**src/rtl/a2d_seq.sv**
```systemverilog
// a2d_seq: round-robin A2D conversion sequencer.
// Selects the next enabled logical slot, runs command/read SPI transaction
// pairs for each sample, averages 2^AVG_LOG2 samples and publishes the
// result into that slot's field of the result bus.
//
// SPI handshake: snd is a one-cycle request pulse and cmd is held stable
// for the whole burst. done is a level that the SPI master holds until it
// samples the next snd, so done is ignored in any cycle where snd is high
// (that level belongs to the previous transaction). A done outside that
// cycle completes the transaction just started.
module a2d_seq #(
    parameter int                  NUM_CH   = 4,
    parameter logic [NUM_CH*3-1:0] CH_MAP   = {3'd4, 3'd3, 3'd1, 3'd0},
    parameter int                  PERIOD_W = 14,
    parameter int                  AVG_LOG2 = 0
) (
    input  logic                 clk,
    input  logic                 rst,
    input  logic                 auto_en,
    input  logic                 trig,
    input  logic [NUM_CH-1:0]    ch_en,
    output logic                 snd,
    output logic [15:0]          cmd,
    input  logic                 done,
    input  logic [15:0]          resp,
    output logic [NUM_CH*12-1:0] result,
    output logic [NUM_CH-1:0]    upd,
    output logic                 busy
);

    localparam int CW = (NUM_CH > 1) ? $clog2(NUM_CH) : 1;
    localparam int AW = 12 + AVG_LOG2;
    localparam int SW = (AVG_LOG2 > 0) ? AVG_LOG2 : 1;
    localparam logic [SW-1:0] SCNT_LAST = SW'((1 << AVG_LOG2) - 1);

    localparam logic [2:0] S_IDLE = 3'd0;
    localparam logic [2:0] S_CMD  = 3'd1;
    localparam logic [2:0] S_GAP  = 3'd2;
    localparam logic [2:0] S_READ = 3'd3;
    localparam logic [2:0] S_PUB  = 3'd4;

    logic [2:0]           state_q, state_d;
    logic [PERIOD_W-1:0]  cnt_q, cnt_d;
    logic [CW-1:0]        ptr_q, ptr_d;
    logic [CW-1:0]        cur_q, cur_d;
    logic [AW-1:0]        acc_q, acc_d;
    logic [SW-1:0]        scnt_q, scnt_d;
    logic                 snd_q, snd_d;
    logic [15:0]          cmd_q, cmd_d;
    logic [NUM_CH*12-1:0] result_q, result_d;
    logic [NUM_CH-1:0]    upd_q, upd_d;

    logic          tick;
    logic          start;
    logic          done_ok;
    logic          hi_found, lo_found;
    logic [CW-1:0] hi_idx, lo_idx;
    logic          sel_any;
    logic [CW-1:0] sel_idx;
    logic [2:0]    sel_ch;
    logic [CW-1:0] ptr_next;
    logic [11:0]   avg;
    logic          resp_unused;

    // Only the 12-bit conversion field of the SPI response carries data.
    assign resp_unused = ^resp[15:12];

    // Interval tick, start request and qualified transaction completion.
    always_comb begin
        tick    = &cnt_q;
        start   = ((tick & auto_en) | trig) & sel_any;
        done_ok = done & ~snd_q;
    end

    // First enabled slot at or above ptr, otherwise the lowest enabled slot
    // below ptr: a circular search starting at ptr.
    always_comb begin
        hi_found = 1'b0;
        lo_found = 1'b0;
        hi_idx   = '0;
        lo_idx   = '0;
        for (int j = NUM_CH - 1; j >= 0; j--) begin
            if (ch_en[j]) begin
                if (CW'(j) >= ptr_q) begin
                    hi_found = 1'b1;
                    hi_idx   = CW'(j);
                end else begin
                    lo_found = 1'b1;
                    lo_idx   = CW'(j);
                end
            end
        end
        sel_any = hi_found | lo_found;
        sel_idx = hi_found ? hi_idx : lo_idx;
    end

    // Physical ADC channel for the selected slot.
    always_comb begin
        sel_ch = 3'd0;
        for (int k = 0; k < NUM_CH; k++) begin
            if (sel_idx == CW'(k)) begin
                sel_ch = CH_MAP[3*k +: 3];
            end
        end
    end

    // Pointer advance past the slot being published, and the averaged value.
    always_comb begin
        if (cur_q == CW'(NUM_CH - 1)) begin
            ptr_next = '0;
        end else begin
            ptr_next = cur_q + CW'(1);
        end
        avg = 12'(acc_q >> AVG_LOG2);
    end

    // Sequencer next-state logic: one sample is CMD, GAP, READ; the last
    // sample of a burst goes through PUB to write its slot.
    always_comb begin
        state_d  = state_q;
        cnt_d    = cnt_q + PERIOD_W'(1);
        ptr_d    = ptr_q;
        cur_d    = cur_q;
        acc_d    = acc_q;
        scnt_d   = scnt_q;
        snd_d    = 1'b0;
        cmd_d    = cmd_q;
        result_d = result_q;
        upd_d    = '0;
        case (state_q)
            S_IDLE: begin
                if (start) begin
                    state_d = S_CMD;
                    snd_d   = 1'b1;
                    cur_d   = sel_idx;
                    cmd_d   = {2'b00, sel_ch, 11'h000};
                end
            end
            S_CMD: begin
                if (done_ok) begin
                    state_d = S_GAP;
                end
            end
            S_GAP: begin
                snd_d   = 1'b1;
                state_d = S_READ;
            end
            S_READ: begin
                if (done_ok) begin
                    acc_d  = acc_q + AW'(resp[11:0]);
                    scnt_d = scnt_q + SW'(1);
                    if (scnt_q == SCNT_LAST) begin
                        state_d = S_PUB;
                    end else begin
                        state_d = S_CMD;
                        snd_d   = 1'b1;
                    end
                end
            end
            S_PUB: begin
                for (int k = 0; k < NUM_CH; k++) begin
                    if (cur_q == CW'(k)) begin
                        result_d[12*k +: 12] = avg;
                        upd_d[k]             = 1'b1;
                    end
                end
                acc_d   = '0;
                scnt_d  = '0;
                ptr_d   = ptr_next;
                state_d = S_IDLE;
            end
            default: begin
                state_d = S_IDLE;
            end
        endcase
    end

    // State registers; reset aborts any burst and discards partial sums.
    always_ff @(posedge clk) begin
        if (rst) begin
            state_q  <= S_IDLE;
            cnt_q    <= '0;
            ptr_q    <= '0;
            cur_q    <= '0;
            acc_q    <= '0;
            scnt_q   <= '0;
            snd_q    <= 1'b0;
            cmd_q    <= 16'h0000;
            result_q <= '0;
            upd_q    <= '0;
        end else begin
            state_q  <= state_d;
            cnt_q    <= cnt_d;
            ptr_q    <= ptr_d;
            cur_q    <= cur_d;
            acc_q    <= acc_d;
            scnt_q   <= scnt_d;
            snd_q    <= snd_d;
            cmd_q    <= cmd_d;
            result_q <= result_d;
            upd_q    <= upd_d;
        end
    end

    assign snd    = snd_q;
    assign cmd    = cmd_q;
    assign result = result_q;
    assign upd    = upd_q;
    assign busy   = (state_q != S_IDLE);

endmodule

```
**config.mk**
```make
export PLATFORM = sky130hd
export DESIGN_NAME = a2d_seq
export DESIGN_NICKNAME = d
export VERILOG_FILES = /design/src/rtl/a2d_seq.sv
export SDC_FILE = /design/constraint.sdc
export NUM_CORES = 1
export LEC_CHECK = 0
export BUFFER_PORTS_ARGS = -buffer_cell sky130_fd_sc_hd__buf_2
export CAP_MARGIN = 20
export CORE_MARGIN = 3
export CORE_UTILIZATION = 48
export CTS_CLUSTER_DIAMETER = 150
export DETAILED_ROUTE_END_ITERATION = 7
export GPL_TIMING_DRIVEN = 0
export PLACE_DENSITY = 0.77
export SLEW_MARGIN = 10
export SYNTH_ARGS = -nofsm -noshare
export SYNTH_HDL_FRONTEND = slang
export SYNTH_SLANG_ARGS = --single-unit
```
**constraint.sdc**
```tcl
create_clock -name clk -period 2.15 [get_ports clk]
set_input_delay 0 -clock clk [delete_from_list [all_inputs] [get_ports clk]]
set_output_delay 0 -clock clk [all_outputs]
set_load 0.02 [all_outputs]
```
Word level (Yosys, flattened, before mapping)
Cells that the tools add are included.
{"block": "op_classes", "bitwise": 7, "n_lt_le_gt_ge": 4, "addsub": 4, "n_eq_ne": 13, "muxes": 54, "n_reduce_logical": 13}
{"op": "$mux 2", "count": 18}
{"op": "$mux 1", "count": 25}
{"op": "$pmux 12 s2", "count": 1}
{"op": "$mux 3", "count": 6}
{"op": "$add 14x1->14 const B", "count": 1}
{"op": "$reduce_and 14->1", "count": 1}
{"op": "$add 12x12->12", "count": 1}
{"op": "$mux 12", "count": 1}
{"op": "$pmux 3 s4", "count": 1}
{"op": "$reduce_and 2->1", "count": 6}
{"op": "$eq 2x2->1 const B", "count": 4}
{"op": "$eq 3x2->1 const B", "count": 2}
{"op": "$ne 2x2->1 const B", "count": 3}
{"op": "$eq 2x1->1 const B", "count": 2}
{"op": "$ge 1x2->1 const A", "count": 2}
{"op": "$ge 2x2->1 const A", "count": 2}
{"op": "$and 1x1->1", "count": 3}
{"op": "$eq 3x1->1 const B", "count": 1}
{"op": "$eq 3x3->1 const B", "count": 1}
{"op": "$logic_not 3->1", "count": 1}
{"op": "$pmux 1 s3", "count": 1}
{"op": "$reduce_and 3->1", "count": 1}
{"op": "$reduce_bool 3->1", "count": 1}
{"op": "$add 2x1->2 const B", "count": 1}
{"op": "other kinds (7)", "count": 9}
{"block": "word_totals", "in_bits": 25, "out_inout_bits": 70, "reg_bits": 90}

Logic depth before layout (Yosys ltp)
{"block": "depth", "word_depth": 14, "ltp_mapped": 8, "ltp_nobuf": 8}

Worst setup path after synthesis
OpenSTA, ideal clock, no wires.
{"block": "synth_path", "path_kind": "reg2reg", "startpoint": "register acc_q[0]", "endpoint": "register acc_q[10]", "required_ns": 2.024, "arrival_ns": 2.015, "setup_time_ns": 0.126, "path_slack_ns": 0.010, "stages_incl_launch_ff": 9, "path_cell_list": "dfxtp_1 -> ha_1 -> fa_1 -> a211oi_1 -> o21bai_1 -> a21o_1 -> a311o_1 -> xnor2_1 -> o21ai_1"}
{"block": "synth_between", "elab_chain_len": 3}
{"item": "start, declared", "line_no": "46", "text": "logic [AW-1:0] acc_q, acc_d;"}
{"item": "start signal, assigned", "line_no": "185", "text": "acc_q <= '0;"}
{"item": "start signal, assigned", "line_no": "196", "text": "acc_q <= acc_d;"}
{"item": "$add 12x12->12", "line_no": "150", "text": "acc_d = acc_q + AW'(resp[11:0]);"}
{"item": "$mux 12", "line_no": "149", "text": "if (done_ok) begin"}
{"item": "$pmux 12 s2", "line_no": "130", "text": "case (state_q)"}
Every way passes these cells. The select of a mux whose other input is x is not followed.
A chain may end at the register's enable or synchronous reset.

Worst setup path in the final report
Same ends and word-level chain as after synthesis.

==> impl_results.md <==
- Main combinational cell family by area after synthesis: simple AND/OR/NAND/NOR gates
- Flop and latch count out of synthesis: 90
- R2R depth: 8
- Placer Congestion: 0.8603
- Multiplexer area fraction after synthesis: 1.769%
- Num CTS Buffers: 9
- Type of origin of the critical path: flop
- DRC marker count from the first detailed-route iteration: 115
- Via density per instance: 5.117
- CTS root buf: clkbuf_8
- Placed wire-length estimate: 7138 µm
- Setup slack, reg-to-reg: 0.07 ns
- DP Cell Count: 666
- Die area: 9376 µm²
- DR pass1 iterations: 4
- Post-Synth XOR/XNOR Area: 4.645%
- MaxCap Viol Count: 0
- Worst r2r dst: acc_q[10]$_SDFFE_PP0P_
- Vias in the first global route: 3291
- RSZ-0062 raised after global routing: true
- Post-Syn Area: 3960 µm²
- Per-cell routed wire length: 13.43 µm
- Total global routing track utilization: 19.46%
- Hold slack final: 0.02285 ns
- Final setup viols: 0
- Worst-Skew Late Latency: 0.35 ns
- Most frequent cells in the layout: 126 x nand2_1, 85 x dfxtp_1, 81 x buf_2, 67 x a21oi_1, 33 x nor2_1
- Sequential element share of the synthesized area: 45.50%
- # fillers: 736
- Maximum clock path buffer count: 2
- NumNets Final: 622
- N_diodes: 0
- Pins over their slew limit: 0
- Slew @ Worst Pin: 0.6424 ns
- Port Buffer Count: 76
- Critical path fanouts, max: 3
- CTS Sinks: 90
- Remaining DRCs: 0
- Share of cells above drive strength 1: 22.68%
- Worst Slack Setup Final: 0.07135 ns
- Final non-filler cell total: 684
- # IOs: 95
- Overflow after GRT: 0
- First-pass GRT wire length: 15270 µm
- Post-Syn Instances: 476
- Core Footprint: 7848 µm²
- Largest net degree at the start of global routing: 16
- Reg2reg start: acc_q[0]$_SDFFE_PP0P_
- Crit end category: flop
- Warnings from Yosys: 0
- FP Rows: 32
- Via Count: 3500
- Outcome: complete, no violations
- Adder-cell area share of the yosys netlist: 6.193%
- Slew headroom: 56.94%
- Routed WL: 9189 µm
- Commonest non-fill, non-tap cell in the layout: nand2_1
- Max Clk Rate: 0.4811 GHz
- Clock slew seen by the registers of the worst setup and hold paths: 0.09 ns
- Hold Crit Class: input port to flop
- Remaining antenna violation count after routing: 0
- Worst VDD drop: 320.5 µV
- Pleak: 2.010 nW
- Tot Pwr: 2.983 mW
- H-tree depth: 3
- Chip Width: 96.83 µm
- Hold Vio Cnt, Final: 0
- HP Start: resp[11]
- Setup WS pre-CTS: -0.1650 ns
- Mean Syn Cell Area: 8.319 µm²
- Shortest period the worst path allows: 2.079 ns
- Most used DFF post-synth: dfxtp_1
- Crit path DAT: 2.31 ns
- Initial antenna violation count: 0
- Clock skew: 0.009607 ns
- Post-synthesis compound-gate area fraction: 14.88%
- Hold Path Stages: 3
- DIE HEIGHT: 96.83 µm
- Starting Density: 50.46%
- Worst Hold Path EP: acc_q[11]$_SDFFE_PP0P_
- Post-synthesis cell type count: 48
- CTS tree: yes
- Power Dens Cells: 627.1 nW/µm²
- CP required: 2.38 ns
- Area grow syn2layout: 20.09%
- EDFF count, synth: 0
- Asr flop ratio synth: 0%
- Synth Area in Simple Gates: 21.55%
- Final Cycle Share: 96.68%
- Setup Crit Path Kind: flop to flop
stage by stage:
step	TNS (ns)	instance area, µm²	utilization, %
floorplan	0	4005	-
global placement	-0.1744	4513	57.51
detailed placement	-0.2669	4513	57.51
CTS	0	4703	59.93
global route	-0.0003810	4756	60.60
finish	0	4756	60.60
flip-flops by register name, summed over array words and instances, names as in the netlist:
signal,cells
ptr_q,2
upd,4
cmd,3
state_q,3
cnt_q,14
snd,1
result,48
acc_q,12
cur_q,2
scnt_q,1
what timing repair did:
| action | CTS | global route |
|---|---|---|
| setup buffers | 0 | 3 |
| gates resized for setup | 7 | 7 |
| endpoints found under the setup margin | 3 | 2 |
| gates cloned | 0 | 0 |
| hold buffers | 0 | 0 |
| pin swaps | 1 | 3 |
| hold endpoints to repair | 0 | 0 |
critical path, cell delays in order (launching register included):
cell      delay, ns
dfxtp_4        0.36
ha_4           0.17
fa_2           0.40
a211oi_2       0.18
o21bai_1       0.09
a21o_1         0.20
a311o_1        0.33
xnor2_1        0.17
o21ai_1        0.07
synthesized netlist by cell type (all sizes together), types with 2 or more instances:
master	number	share of area, %
dfxtp	90	45
nor3	6	1.5
o21ai	14	1.8
mux2i	7	1.8
ha	18	5.7
a31oi	3	0.63
a21o	6	1.1
inv	7	0.66
a21oi	67	8.5
buf	20	3.3
nand2	126	12
xnor2	11	2.4
nand3	12	1.6
xor2	10	2.2
nor2	34	3.3
and3	5	0.79
nor2b	3	0.47
clkbuf	15	1.4
a211oi	2	0.51
or3	2	0.35
kinds of logic (layout without fill, tap and decap cells):
family | count (synthesis) | after routing
AOI/OAI and AO/OA | 100 | 100
xor gates and xnor gates | 21 | 21
adders and majority gates | 19 | 19
buffers and inverters | 42 | 136
DFF | 90 | 90
muxes | 7 | 7
other | 1 | 13
and+or+nand+nor | 196 | 196
routing by layer:
metal	GRT usage, %	up-vias	routed length, µm
met5	0	-	0
met4	6.587	0	146
met3	4.326	12	508
met2	32.22	93	4434
met1	25.06	1630	4100
li1	-	1765	-
where the power goes:
group | internal [mW] | switching, mW
Sequential | 1.68 | 0.0170
Combinational | 0.0957 | 0.150
Clock | 0.451 | 0.589
layout make-up:
type / instances / area, µm² / share of cell area (%)
clock inverters: 5 / 37.54 / 0.7893
flip-flops and latches: 90 / 1815 / 38.17
multi-input cells: 356 / 2022 / 42.52
repair buffers: 79 / 402.9 / 8.471
well taps: 102 / 127.6 / 2.683
plain buffers: 35 / 186.4 / 3.920
inverters: 7 / 26.28 / 0.5525
clock buffers: 10 / 137.6 / 2.894
worst max-delay path by stage:
| stage | from | endpoint | slack (ns) |
|---|---|---|---|
| floorplan | acc_q[0]$_SDFFE_PP0P_ | acc_q[10]$_SDFFE_PP0P_ | 0.01 |
| global placement | acc_q[0]$_SDFFE_PP0P_ | acc_q[10]$_SDFFE_PP0P_ | -0.15 |
| detailed placement | acc_q[0]$_SDFFE_PP0P_ | acc_q[10]$_SDFFE_PP0P_ | -0.17 |
| CTS | acc_q[2]$_SDFFE_PP0P_ | acc_q[11]$_SDFFE_PP0P_ | 0.02 |
| global route | acc_q[2]$_SDFFE_PP0P_ | acc_q[11]$_SDFFE_PP0P_ | -0.0004 |
| finish | acc_q[0]$_SDFFE_PP0P_ | acc_q[10]$_SDFFE_PP0P_ | 0.07 |
No activity file was read; power rests on OpenSTA's default activity.
